### config.mk
export PLATFORM = sky130hd
export DESIGN_NAME = fetch_redirect_unit
export DESIGN_NICKNAME = d
export VERILOG_FILES = /design/src/rtl/neocore_pkg.sv /design/src/rtl/fetch_fifo.sv /design/src/rtl/fetch_redirect_unit.sv
export SDC_FILE = /design/constraint.sdc
export NUM_CORES = 1
export LEC_CHECK = 0
export BUFFER_PORTS_ARGS = -buffer_cell sky130_fd_sc_hd__buf_4
export CORE_MARGIN = 1
export CORE_UTILIZATION = 50
export CTS_BUF_LIST = sky130_fd_sc_hd__clkbuf_4 sky130_fd_sc_hd__clkbuf_8 sky130_fd_sc_hd__clkbuf_16
export DETAILED_ROUTE_END_ITERATION = 10
export PLACE_DENSITY = 0.8
export SLEW_MARGIN = 25
export SYNTH_ARGS = -nofsm -noshare
export SYNTH_HDL_FRONTEND = slang
export SYNTH_SLANG_ARGS = --single-unit
### constraint.sdc
create_clock -name clk -period 8.25 [get_ports clk]
set_clock_uncertainty 0.15 [all_clocks]
set_input_delay 0.4125 -clock clk [delete_from_list [all_inputs] [get_ports clk]]
set_output_delay 0.4125 -clock clk [all_outputs]
set_load 0.01 [all_outputs]
### src/rtl/neocore_pkg.sv
// Shared fetch-stage types and constants for the neocore front end.
package neocore_pkg;

  typedef enum logic [1:0] {
    BOOT  = 2'd0,
    RUN   = 2'd1,
    FLUSH = 2'd2
  } fetch_state_e;

  localparam int FETCH_WORD_BYTES = 4;

  function automatic logic [31:0] next_fetch_pc(input logic [31:0] pc);
    return pc + 32'(FETCH_WORD_BYTES);
  endfunction

endpackage

### src/rtl/fetch_fifo.sv
// Small circular FIFO with a combinational head; used for pending addresses and fetched words.
module fetch_fifo #(
  parameter int WIDTH = 32,
  parameter int DEPTH = 2
) (
  input  logic                         clk,
  input  logic                         rst,
  input  logic                         clear,
  input  logic                         push,
  input  logic [WIDTH-1:0]             push_data,
  input  logic                         pop,
  output logic [WIDTH-1:0]             head,
  output logic [$clog2(DEPTH+1)-1:0]   count
);

  localparam int PW = $clog2(DEPTH);
  localparam int CW = $clog2(DEPTH + 1);

  logic [WIDTH-1:0] mem_reg [DEPTH];
  logic [PW-1:0]    wr_ptr_reg;
  logic [PW-1:0]    rd_ptr_reg;
  logic [CW-1:0]    count_reg;
  logic             do_push;
  logic             do_pop;

  // Clear wins over everything; popping an empty FIFO is a no-op.
  assign do_push = push && !clear;
  assign do_pop  = pop && !clear && (count_reg != '0);

  function automatic logic [PW-1:0] bump(input logic [PW-1:0] p);
    return (p == PW'(DEPTH - 1)) ? '0 : p + PW'(1);
  endfunction

  genvar gi;
  generate
    for (gi = 0; gi < DEPTH; gi++) begin : g_entry
      always_ff @(posedge clk or negedge rst) begin
        if (!rst) begin
          mem_reg[gi] <= '0;
        end else if (do_push && (wr_ptr_reg == PW'(gi))) begin
          mem_reg[gi] <= push_data;
        end
      end
    end
  endgenerate

  always_ff @(posedge clk or negedge rst) begin
    if (!rst) begin
      wr_ptr_reg <= '0;
      rd_ptr_reg <= '0;
      count_reg  <= '0;
    end else if (clear) begin
      wr_ptr_reg <= '0;
      rd_ptr_reg <= '0;
      count_reg  <= '0;
    end else begin
      if (do_push) wr_ptr_reg <= bump(wr_ptr_reg);
      if (do_pop)  rd_ptr_reg <= bump(rd_ptr_reg);
      case ({do_push, do_pop})
        2'b10:   count_reg <= count_reg + CW'(1);
        2'b01:   count_reg <= count_reg - CW'(1);
        default: count_reg <= count_reg;
      endcase
    end
  end

  assign head  = mem_reg[rd_ptr_reg];
  assign count = count_reg;

endmodule

### src/rtl/fetch_redirect_unit.sv
// Instruction fetch with credit-limited requests and redirect/discard handling.
// Optional redirect statistics counter enabled by FETCH_REDIRECT_STATS_EN.
module fetch_redirect_unit
  import neocore_pkg::*;
#(
  parameter logic [31:0] RESET_PC = 32'h0000_0000,
  parameter int          DEPTH    = 2
) (
  input  logic        clk,
  input  logic        rst,
  input  logic        redirect_valid,
  input  logic [31:0] redirect_pc,
  output logic        imem_req_valid,
  input  logic        imem_req_ready,
  output logic [31:0] imem_req_addr,
  input  logic        imem_rsp_valid,
  input  logic [31:0] imem_rsp_data,
  output logic        fetch_valid,
  input  logic        fetch_ready,
  output logic [31:0] fetch_pc,
  output logic [31:0] fetch_data
`ifdef FETCH_REDIRECT_STATS_EN
  ,
  output logic [15:0] redirect_count
`endif
);

  localparam int CW = $clog2(DEPTH + 1);

  fetch_state_e  state_reg, state_next;
  logic [31:0]   pc_reg, pc_next;
  logic [CW-1:0] discard_reg, discard_next;
  logic [CW-1:0] inflight, inflight_next;
  logic [CW-1:0] bufcnt;
  logic [CW:0]   credit_used;
  logic [31:0]   pend_addr;
  logic [63:0]   out_head;
  logic          req_fire;
  logic          rsp_fire;
  logic          rsp_keep;
  logic          out_pop;

  // Every accepted request reserves a slot in the output FIFO until it is consumed.
  assign credit_used    = {1'b0, inflight} + {1'b0, bufcnt};
  assign imem_req_valid = (state_reg != BOOT) && !redirect_valid
                          && (credit_used < (CW+1)'(DEPTH));
  assign imem_req_addr  = pc_reg;
  assign req_fire       = imem_req_valid && imem_req_ready;
  assign rsp_fire       = imem_rsp_valid && (inflight != '0);
  assign rsp_keep       = rsp_fire && (discard_reg == '0) && !redirect_valid;

  assign fetch_valid = (bufcnt != '0) && !redirect_valid;
  assign fetch_pc    = (bufcnt != '0) ? out_head[63:32] : 32'h0;
  assign fetch_data  = (bufcnt != '0) ? out_head[31:0]  : 32'h0;
  assign out_pop     = fetch_valid && fetch_ready;

  always_comb begin
    inflight_next = inflight;
    if (req_fire && !rsp_fire) begin
      inflight_next = inflight + CW'(1);
    end else if (!req_fire && rsp_fire) begin
      inflight_next = inflight - CW'(1);
    end

    // A redirect re-arms the discard count from scratch rather than adding to it.
    discard_next = discard_reg;
    if (redirect_valid) begin
      discard_next = inflight_next;
    end else if (rsp_fire && (discard_reg != '0)) begin
      discard_next = discard_reg - CW'(1);
    end

    pc_next = pc_reg;
    if (redirect_valid) begin
      pc_next = redirect_pc;
    end else if (req_fire) begin
      pc_next = next_fetch_pc(pc_reg);
    end

    state_next = state_reg;
    case (state_reg)
      BOOT:        state_next = RUN;
      RUN, FLUSH:  state_next = (discard_next != '0) ? FLUSH : RUN;
      default:     state_next = BOOT;
    endcase
  end

  always_ff @(posedge clk or negedge rst) begin
    if (!rst) begin
      state_reg   <= BOOT;
      pc_reg      <= RESET_PC;
      discard_reg <= '0;
    end else begin
      state_reg   <= state_next;
      pc_reg      <= pc_next;
      discard_reg <= discard_next;
    end
  end

  fetch_fifo #(.WIDTH(32), .DEPTH(DEPTH)) u_pend_fifo (
    .clk       (clk),
    .rst       (rst),
    .clear     (1'b0),
    .push      (req_fire),
    .push_data (pc_reg),
    .pop       (rsp_fire),
    .head      (pend_addr),
    .count     (inflight)
  );

  fetch_fifo #(.WIDTH(64), .DEPTH(DEPTH)) u_out_fifo (
    .clk       (clk),
    .rst       (rst),
    .clear     (redirect_valid),
    .push      (rsp_keep),
    .push_data ({pend_addr, imem_rsp_data}),
    .pop       (out_pop),
    .head      (out_head),
    .count     (bufcnt)
  );

`ifdef FETCH_REDIRECT_STATS_EN
  logic [15:0] redirect_count_reg;

  always_ff @(posedge clk or negedge rst) begin
    if (!rst) begin
      redirect_count_reg <= '0;
    end else if (redirect_valid && (redirect_count_reg != 16'hFFFF)) begin
      redirect_count_reg <= redirect_count_reg + 16'd1;
    end
  end

  assign redirect_count = redirect_count_reg;
`endif

  // Memory must never answer a request that was not made.
  rsp_without_request: assert property (
    @(posedge clk) disable iff (!rst) !(imem_rsp_valid && (inflight == '0))
  );

endmodule

### Word-level counts from Yosys, hierarchy flattened

Index checks and enable logic that the tools add are counted.

| operators by class | value |
|---|---|
| mux-type cells | 27 |
| reductions and logical operators | 35 |
| equal/unequal tests | 6 |
| $add $sub $neg | 11 |
| order comparisons | 3 |
| bitwise gates (word level) | 4 |

Operator list:

| cell | number |
|---|---|
| $mux W32 | 7 |
| $mux W64 | 3 |
| $add A32 B3 Y32 const B | 1 |
| $logic_and A1 B1 Y1 | 19 |
| $reduce_bool A2 Y1 | 9 |
| $mux W2 | 6 |
| $pmux W2 S2 | 3 |
| $mux W1 | 8 |
| $eq A2 B1 Y1 const B | 3 |
| $eq A2 B2 Y1 const B | 3 |
| $sub A2 B1 Y2 const B | 3 |
| $add A1 B1 Y1 const B | 4 |
| $add A2 B1 Y2 const B | 2 |
| $ge A2 B2 Y1 const B | 2 |
| $logic_not A2 Y1 | 2 |
| $not A1 Y2 | 2 |
| $add A2 B2 Y3 | 1 |
| $logic_not A1 Y1 | 3 |
| $lt A3 B2 Y1 const B | 1 |
| $reduce_bool A3 Y1 | 1 |
| $not A1 Y1 | 2 |
| $reduce_or A2 Y1 | 1 |

| word-level totals | value |
|---|---|
| logic and storage cells | 99 |
| flip-flop bits (word level) | 236 |

### Longest topological paths before layout

| depth | value |
|---|---|
| depth after elaboration | 12 |
| mapped depth | 13 |
| mapped depth without buffers | 12 |

### By module

From an unflattened synthesis, not the netlist that was laid out.

| second synthesis, totals | value |
|---|---|
| cell total of the unflattened synthesis | 866 |
| area total of the unflattened synthesis | 11726.2 um^2 |

Modules (own cells, without submodules):

| module | area an instance (um^2) | cells an instance | instances |
|---|---|---|---|
| fetch_fifo (u_out_fifo) | 6058.3 | 362 | 1 |
| fetch_fifo (u_pend_fifo) | 2991.6 | 192 | 1 |
| fetch_redirect_unit | 2676.3 | 312 | 1 |

### Worst setup path after synthesis

OpenSTA, ideal clock, no wires.

| path | value |
|---|---|
| path type | register to register |
| start | register u_out_fifo.count_reg[0], in the netlist u_out_fifo.count[0] |
| end | register state_reg[0] |
| path slack | 5.269 ns |
| clock period less this slack | 2.981 ns |
| arrival time | 2.759 ns |
| library setup time | 0.071 ns |
| cell stages (with the launch flop) | 14 |
| path buffers | 1 |
| data required time | 8.029 ns |
| cells stage by stage | dfrtp_1 > and2_1 > fa_1 > nor4_4 > nand2_2 > clkbuf_1 > ha_1 > inv_1 > ha_1 > nand2b_1 > nand3_1 > o22ai_1 > a21oi_1 > nor2_1 |

| between the ends | value |
|---|---|
| word-level cells in the longest chain between the ends | 12 |
| elaborated cells on any way between the ends | 13 |

Ends and longest elaborated chain:

| what | line | text |
|---|---|---|
| start, declared | fetch_fifo.sv:22 | `logic [CW-1:0] count_reg;` |
| start signal, assigned | fetch_fifo.sv:60 | `2'b10: count_reg <= count_reg + CW'(1);` |
| start signal, assigned | fetch_fifo.sv:61 | `2'b01: count_reg <= count_reg - CW'(1);` |
| start signal, assigned | fetch_fifo.sv:62 | `default: count_reg <= count_reg;` |
| $add A2 B2 Y3 * | fetch_redirect_unit.sv:44 | `assign credit_used = {1'b0, inflight} + {1'b0, bufcnt};` |
| $lt A3 B2 Y1 * | fetch_redirect_unit.sv:46 | `&& (credit_used < (CW+1)'(DEPTH));` |
| $logic_and A1 B1 Y1 * | fetch_redirect_unit.sv:46 |  |
| via imem_req_valid | fetch_redirect_unit.sv:13 | `output logic imem_req_valid,` |
| $logic_and A1 B1 Y1 * | fetch_redirect_unit.sv:48 | `assign req_fire = imem_req_valid && imem_req_ready;` |
| $logic_not A1 Y1 | fetch_redirect_unit.sv:61 | `end else if (!req_fire && rsp_fire) begin` |
| $logic_and A1 B1 Y1 | fetch_redirect_unit.sv:61 |  |
| $mux W2 | fetch_redirect_unit.sv:61 |  |
| $mux W2 * | fetch_redirect_unit.sv:59 | `if (req_fire && !rsp_fire) begin` |
| $mux W2 * | fetch_redirect_unit.sv:67 | `if (redirect_valid) begin` |
| $reduce_bool A2 Y1 * | fetch_redirect_unit.sv:83 | `RUN, FLUSH: state_next = (discard_next != '0) ? FLUSH : RUN;` |
| $mux W2 * | fetch_redirect_unit.sv:83 |  |
| $pmux W2 S2 * | fetch_redirect_unit.sv:81 | `case (state_reg)` |
| via state_next[0] | fetch_redirect_unit.sv:30 | `fetch_state_e state_reg, state_next;` |
| end signal, assigned | fetch_redirect_unit.sv:94 | `state_reg <= state_next;` |
| end, declared | fetch_redirect_unit.sv:30 |  |

Mark *: on every way through the listed nets, which the timed path passes. The rest lies on a longest branch.
A chain may end at the register's enable or synchronous reset.

### Worst setup path after layout

| path | value |
|---|---|
| start | register u_out_fifo.count_reg[0], in the netlist u_out_fifo.count[0] |
| end | register state_reg[0] |

| between the ends | value |
|---|---|
| word-level cells in the longest chain between the ends | 12 |
| elaborated cells on any way between the ends | 13 |

Ends and longest elaborated chain:

| what | line |
|---|---|
| $add A2 B2 Y3 * | fetch_redirect_unit.sv:44 |
| $lt A3 B2 Y1 * | fetch_redirect_unit.sv:46 |
| $logic_and A1 B1 Y1 * | fetch_redirect_unit.sv:46 |
| $logic_and A1 B1 Y1 * | fetch_redirect_unit.sv:48 |
| $logic_not A1 Y1 | fetch_redirect_unit.sv:61 |
| $logic_and A1 B1 Y1 | fetch_redirect_unit.sv:61 |
| $mux W2 | fetch_redirect_unit.sv:61 |
| $mux W2 * | fetch_redirect_unit.sv:59 |
| $mux W2 * | fetch_redirect_unit.sv:67 |
| $reduce_bool A2 Y1 * | fetch_redirect_unit.sv:83 |
| $mux W2 * | fetch_redirect_unit.sv:83 |
| $pmux W2 S2 * | fetch_redirect_unit.sv:81 |
| via state_next[0] | fetch_redirect_unit.sv:30 |

Marks and branches as above.

==> impl_metrics.yaml <==
routing:
  routed_via_density: 5.56
  drtIter0Drc: 374
  num_vias: 8129
  avgRoutedWirePerCell_um: 17.6
  wl_um: 25700
  antenna_left: 0
  drc: 0
  dr.pass1.iters: 4
timing:
  slew_viol_final: 0
  tns_ps: 0
  setup_violations: 0
  max_freq_mhz: 265
  worst_pin_slew_ps: 1050
  relSlewSlack_pct: 30.1
  finalCritPeriodShare_pct: 45.7
  period_needed_ps: 3770
  rsz0062_at_grt: "no"
  final_hold_viol_count: 0
yosys:
  synth_compound_area_share_pct: 7.67
  syn-cell-area_sq_um: 11100
  synth-simple-area-share_pct: 11.5
  ys.flop_type: "dfrtp_1"
  syn_area_per_cell_sq_um: 11.4
  yosysWarnings: 0
  synth_mux_area_share_pct: 22.7
  synth_enable_flop_cells: 0
  synth-seq-cells: 236
  yosysSeqAreaShare_pct: 53.4
  syn-num-nets: 1054
  syn_inst: 974
  yosys.area_share.adder_pct: 1.20
  async_flop_share_pct: 100
  synth_top_family_by_area: "multiplexers"
  ys_types: 52
  synth_xor_area_share_pct: 0.475
pwr:
  power_density_nw_per_um2: 320
  vdd_drop_max_uv: 196
  leakagePower_nw: 6.38
worst_setup_path:
  cp-start-kind: "register"
  cp.arrival_ps: 4030
  cp-end-kind: "register"
  cp.required_ps: 8500
  crit_path_max_fanout: 32
  path_class: "reg2reg"
clocking:
  cts_buffers: 25
  clock_tree.htree_level_count: 1
  clock-sinks: 236
  clk-insertion-delay-late_ps: 520
  clock_path_buffers: 3
  ctsResizeCount: 0
  cts.clk_slew.worst_paths_ps: 60
  cts-root-buf: "clkbuf_16"
  tritoncts: "yes"
global_routing:
  grt_busiest_layer: "met2"
  use_met2_pct: 38.2
  grt_pass1_vias: 8211
  grt_start_max_net_pins: 122
  overflow: 0
  grt_pass1_wl_um: 41600
  met3_usage_pct: 3.58
  track_usage_pct: 23.0
  met1_usage_pct: 31.8
  antenna_found_initial: 0
cells_and_area:
  regArea_sq_um: 5910
  multi_input_area_sq_um: 4860
  fin_area_sq_um: 13900
  area_delta_synth_final_pct: 25.7
  final_common_cell: "dfrtp_1"
  layout_common_cells: "234 x dfrtp_1, 171 x buf_4, 122 x nor2_1"
  largest_reg_flops: 128
  fillers: 1662
  layout-drive-gt1-share_pct: 30.4
  fin_nets: 1247
  diodes: 0
  fin_cells: 1463
floorplanning:
  core_sq_um: 21800
  die-area_sq_um: 22700
  start_util_pct: 50.9
  pin_count: 168
  dieWidth_um: 151
  die_h_um: 151
  rows: 54
place:
  dp_cells: 1364
  dp_hpwl_um: 16100
  globalplace.congestion: 0.819
  placed_area_sq_um: 12500
  port_buffers: 167
hold_path:
  hp-class: "in2reg"
status:
  status: "completed"
job:
  drv_cap: 0
==> report_power, final <==
| group | leakage (nW) | switching (W) | internal [W] |
|---|---|---|---|
| clock network | 0.441 | 0.000450 | 0.000734 |
| logic | 2.98 | 0.000607 | 0.000711 |
| registers | 2.97 | 0.000341 | 0.00161 |
| total | 6.38 | 0.00140 | 0.00306 |
==> path summary, 6_finish.rpt <==
kind / from / cells after the start / slack [ps] / end
max in group asynchronous: rst / 3 / 6010 / u_out_fifo.rd_ptr_reg$_DFFE_PN0P_
worst max-delay path: u_out_fifo.count[0]$_DFFE_PN0P_ / 11 / 4480 / state_reg[0]$_DFF_PN0_
min in group asynchronous: rst / 2 / 410 / imem_req_addr[28]$_DFFE_PN0N_
worst min register to register: u_out_fifo.mem_reg[48]$_DFFE_PN0P_ / 2 / 330 / u_out_fifo.mem_reg[48]$_DFFE_PN0P_
worst min-delay path: redirect_pc[2] / 2 / 8 / imem_req_addr[2]$_DFFE_PN0N_
worst max register to register: u_out_fifo.count[0]$_DFFE_PN0P_ / 11 / 4480 / state_reg[0]$_DFF_PN0_
==> worst max-delay path: stages, from the launching register on <==
cell	delay, ps
dfrtp_1	430
and2_1	190
fa_1	520
nor4_4	70
nand2_2	480
clkinv_2	450
ha_1	390
or3b_2	440
o311ai_0	140
o22ai_1	170
a21oi_1	180
nor2_1	50
==> through the flow <==
step | hold slack, ps | util, % | power [W] | setup WS [ps]
2_1_floorplan | -33.1 | - | 0.00283 | 5270
3_3_place_gp | 310 | 57.2 | 0.00318 | 4520
3_5_place_dp | 319 | 57.3 | 0.00327 | 4470
4_1_cts | 0.0993 | 63.9 | 0.00448 | 4470
5_1_grt | 0.352 | 63.9 | 0.00473 | 4170
6_report | 8.08 | 63.9 | 0.00446 | 4480
==> cell families (layout without fill, tap and decap cells) <==
kind of cell	Yosys count	in the layout
and+or+nand+nor	277	277
DFF	236	236
muxes	226	226
AOI/OAI and AO/OA	145	145
buffers and inverters	74	283
adders and majority gates	10	10
xor gates and xnor gates	6	6
==> synth_stat cells (2+ instances only) <==
cell | n | area share [%]
nand3_1 | 17 | 0.77
nor4_1 | 4 | 0.23
buf_6 | 5 | 0.51
inv_1 | 11 | 0.37
nor2_1 | 124 | 4.2
o211ai_1 | 11 | 0.75
nor3_1 | 5 | 0.23
a41oi_1 | 2 | 0.16
a22oi_1 | 4 | 0.27
a31oi_1 | 5 | 0.28
mux2i_1 | 98 | 8.9
nand2_2 | 3 | 0.17
nand3b_1 | 2 | 0.14
and3_1 | 5 | 0.28
nor2b_1 | 6 | 0.34
mux2_4 | 25 | 3.4
clkbuf_1 | 26 | 0.88
nor4_4 | 2 | 0.38
nand2b_1 | 9 | 0.51
buf_1 | 18 | 0.61
a32oi_1 | 4 | 0.32
xnor2_1 | 4 | 0.32
dfrtp_1 | 236 | 53
buf_2 | 13 | 0.59
o311ai_0 | 8 | 0.63
nor3b_1 | 3 | 0.20
xor2_1 | 2 | 0.16
nand2_1 | 77 | 2.6
a21oi_1 | 42 | 1.9
o311ai_1 | 2 | 0.16
o21a_1 | 2 | 0.14
ha_1 | 9 | 1.0
and2_1 | 3 | 0.17
o21ai_0 | 61 | 2.8
nand4_1 | 7 | 0.40
mux2_2 | 103 | 10
==> what timing repair did <==
| action | in CTS | in global routing |
|---|---|---|
| endpoints found under the hold margin | 206 | 0 |
| setup buffers | 0 | 0 |
| hold buffers | 56 | 0 |
==> area by class of cell <==
class	instances	share of cell area (%)
Clock buffer	32	5.15
Clock inverter	11	1.17
Inverter	12	0.333
Multi-Input combinational cell	664	35.0
Sequential cell	236	42.5
Tap cell	280	2.52
Timing Repair Buffer	228	13.4
==> routing by layer <==
layer,wire (um),up-vias
met5,0,-
met4,466,0
met3,1530,43
met2,12100,256
met1,11500,4021
li1,-,3809
(Power assumes the default switching activity.)
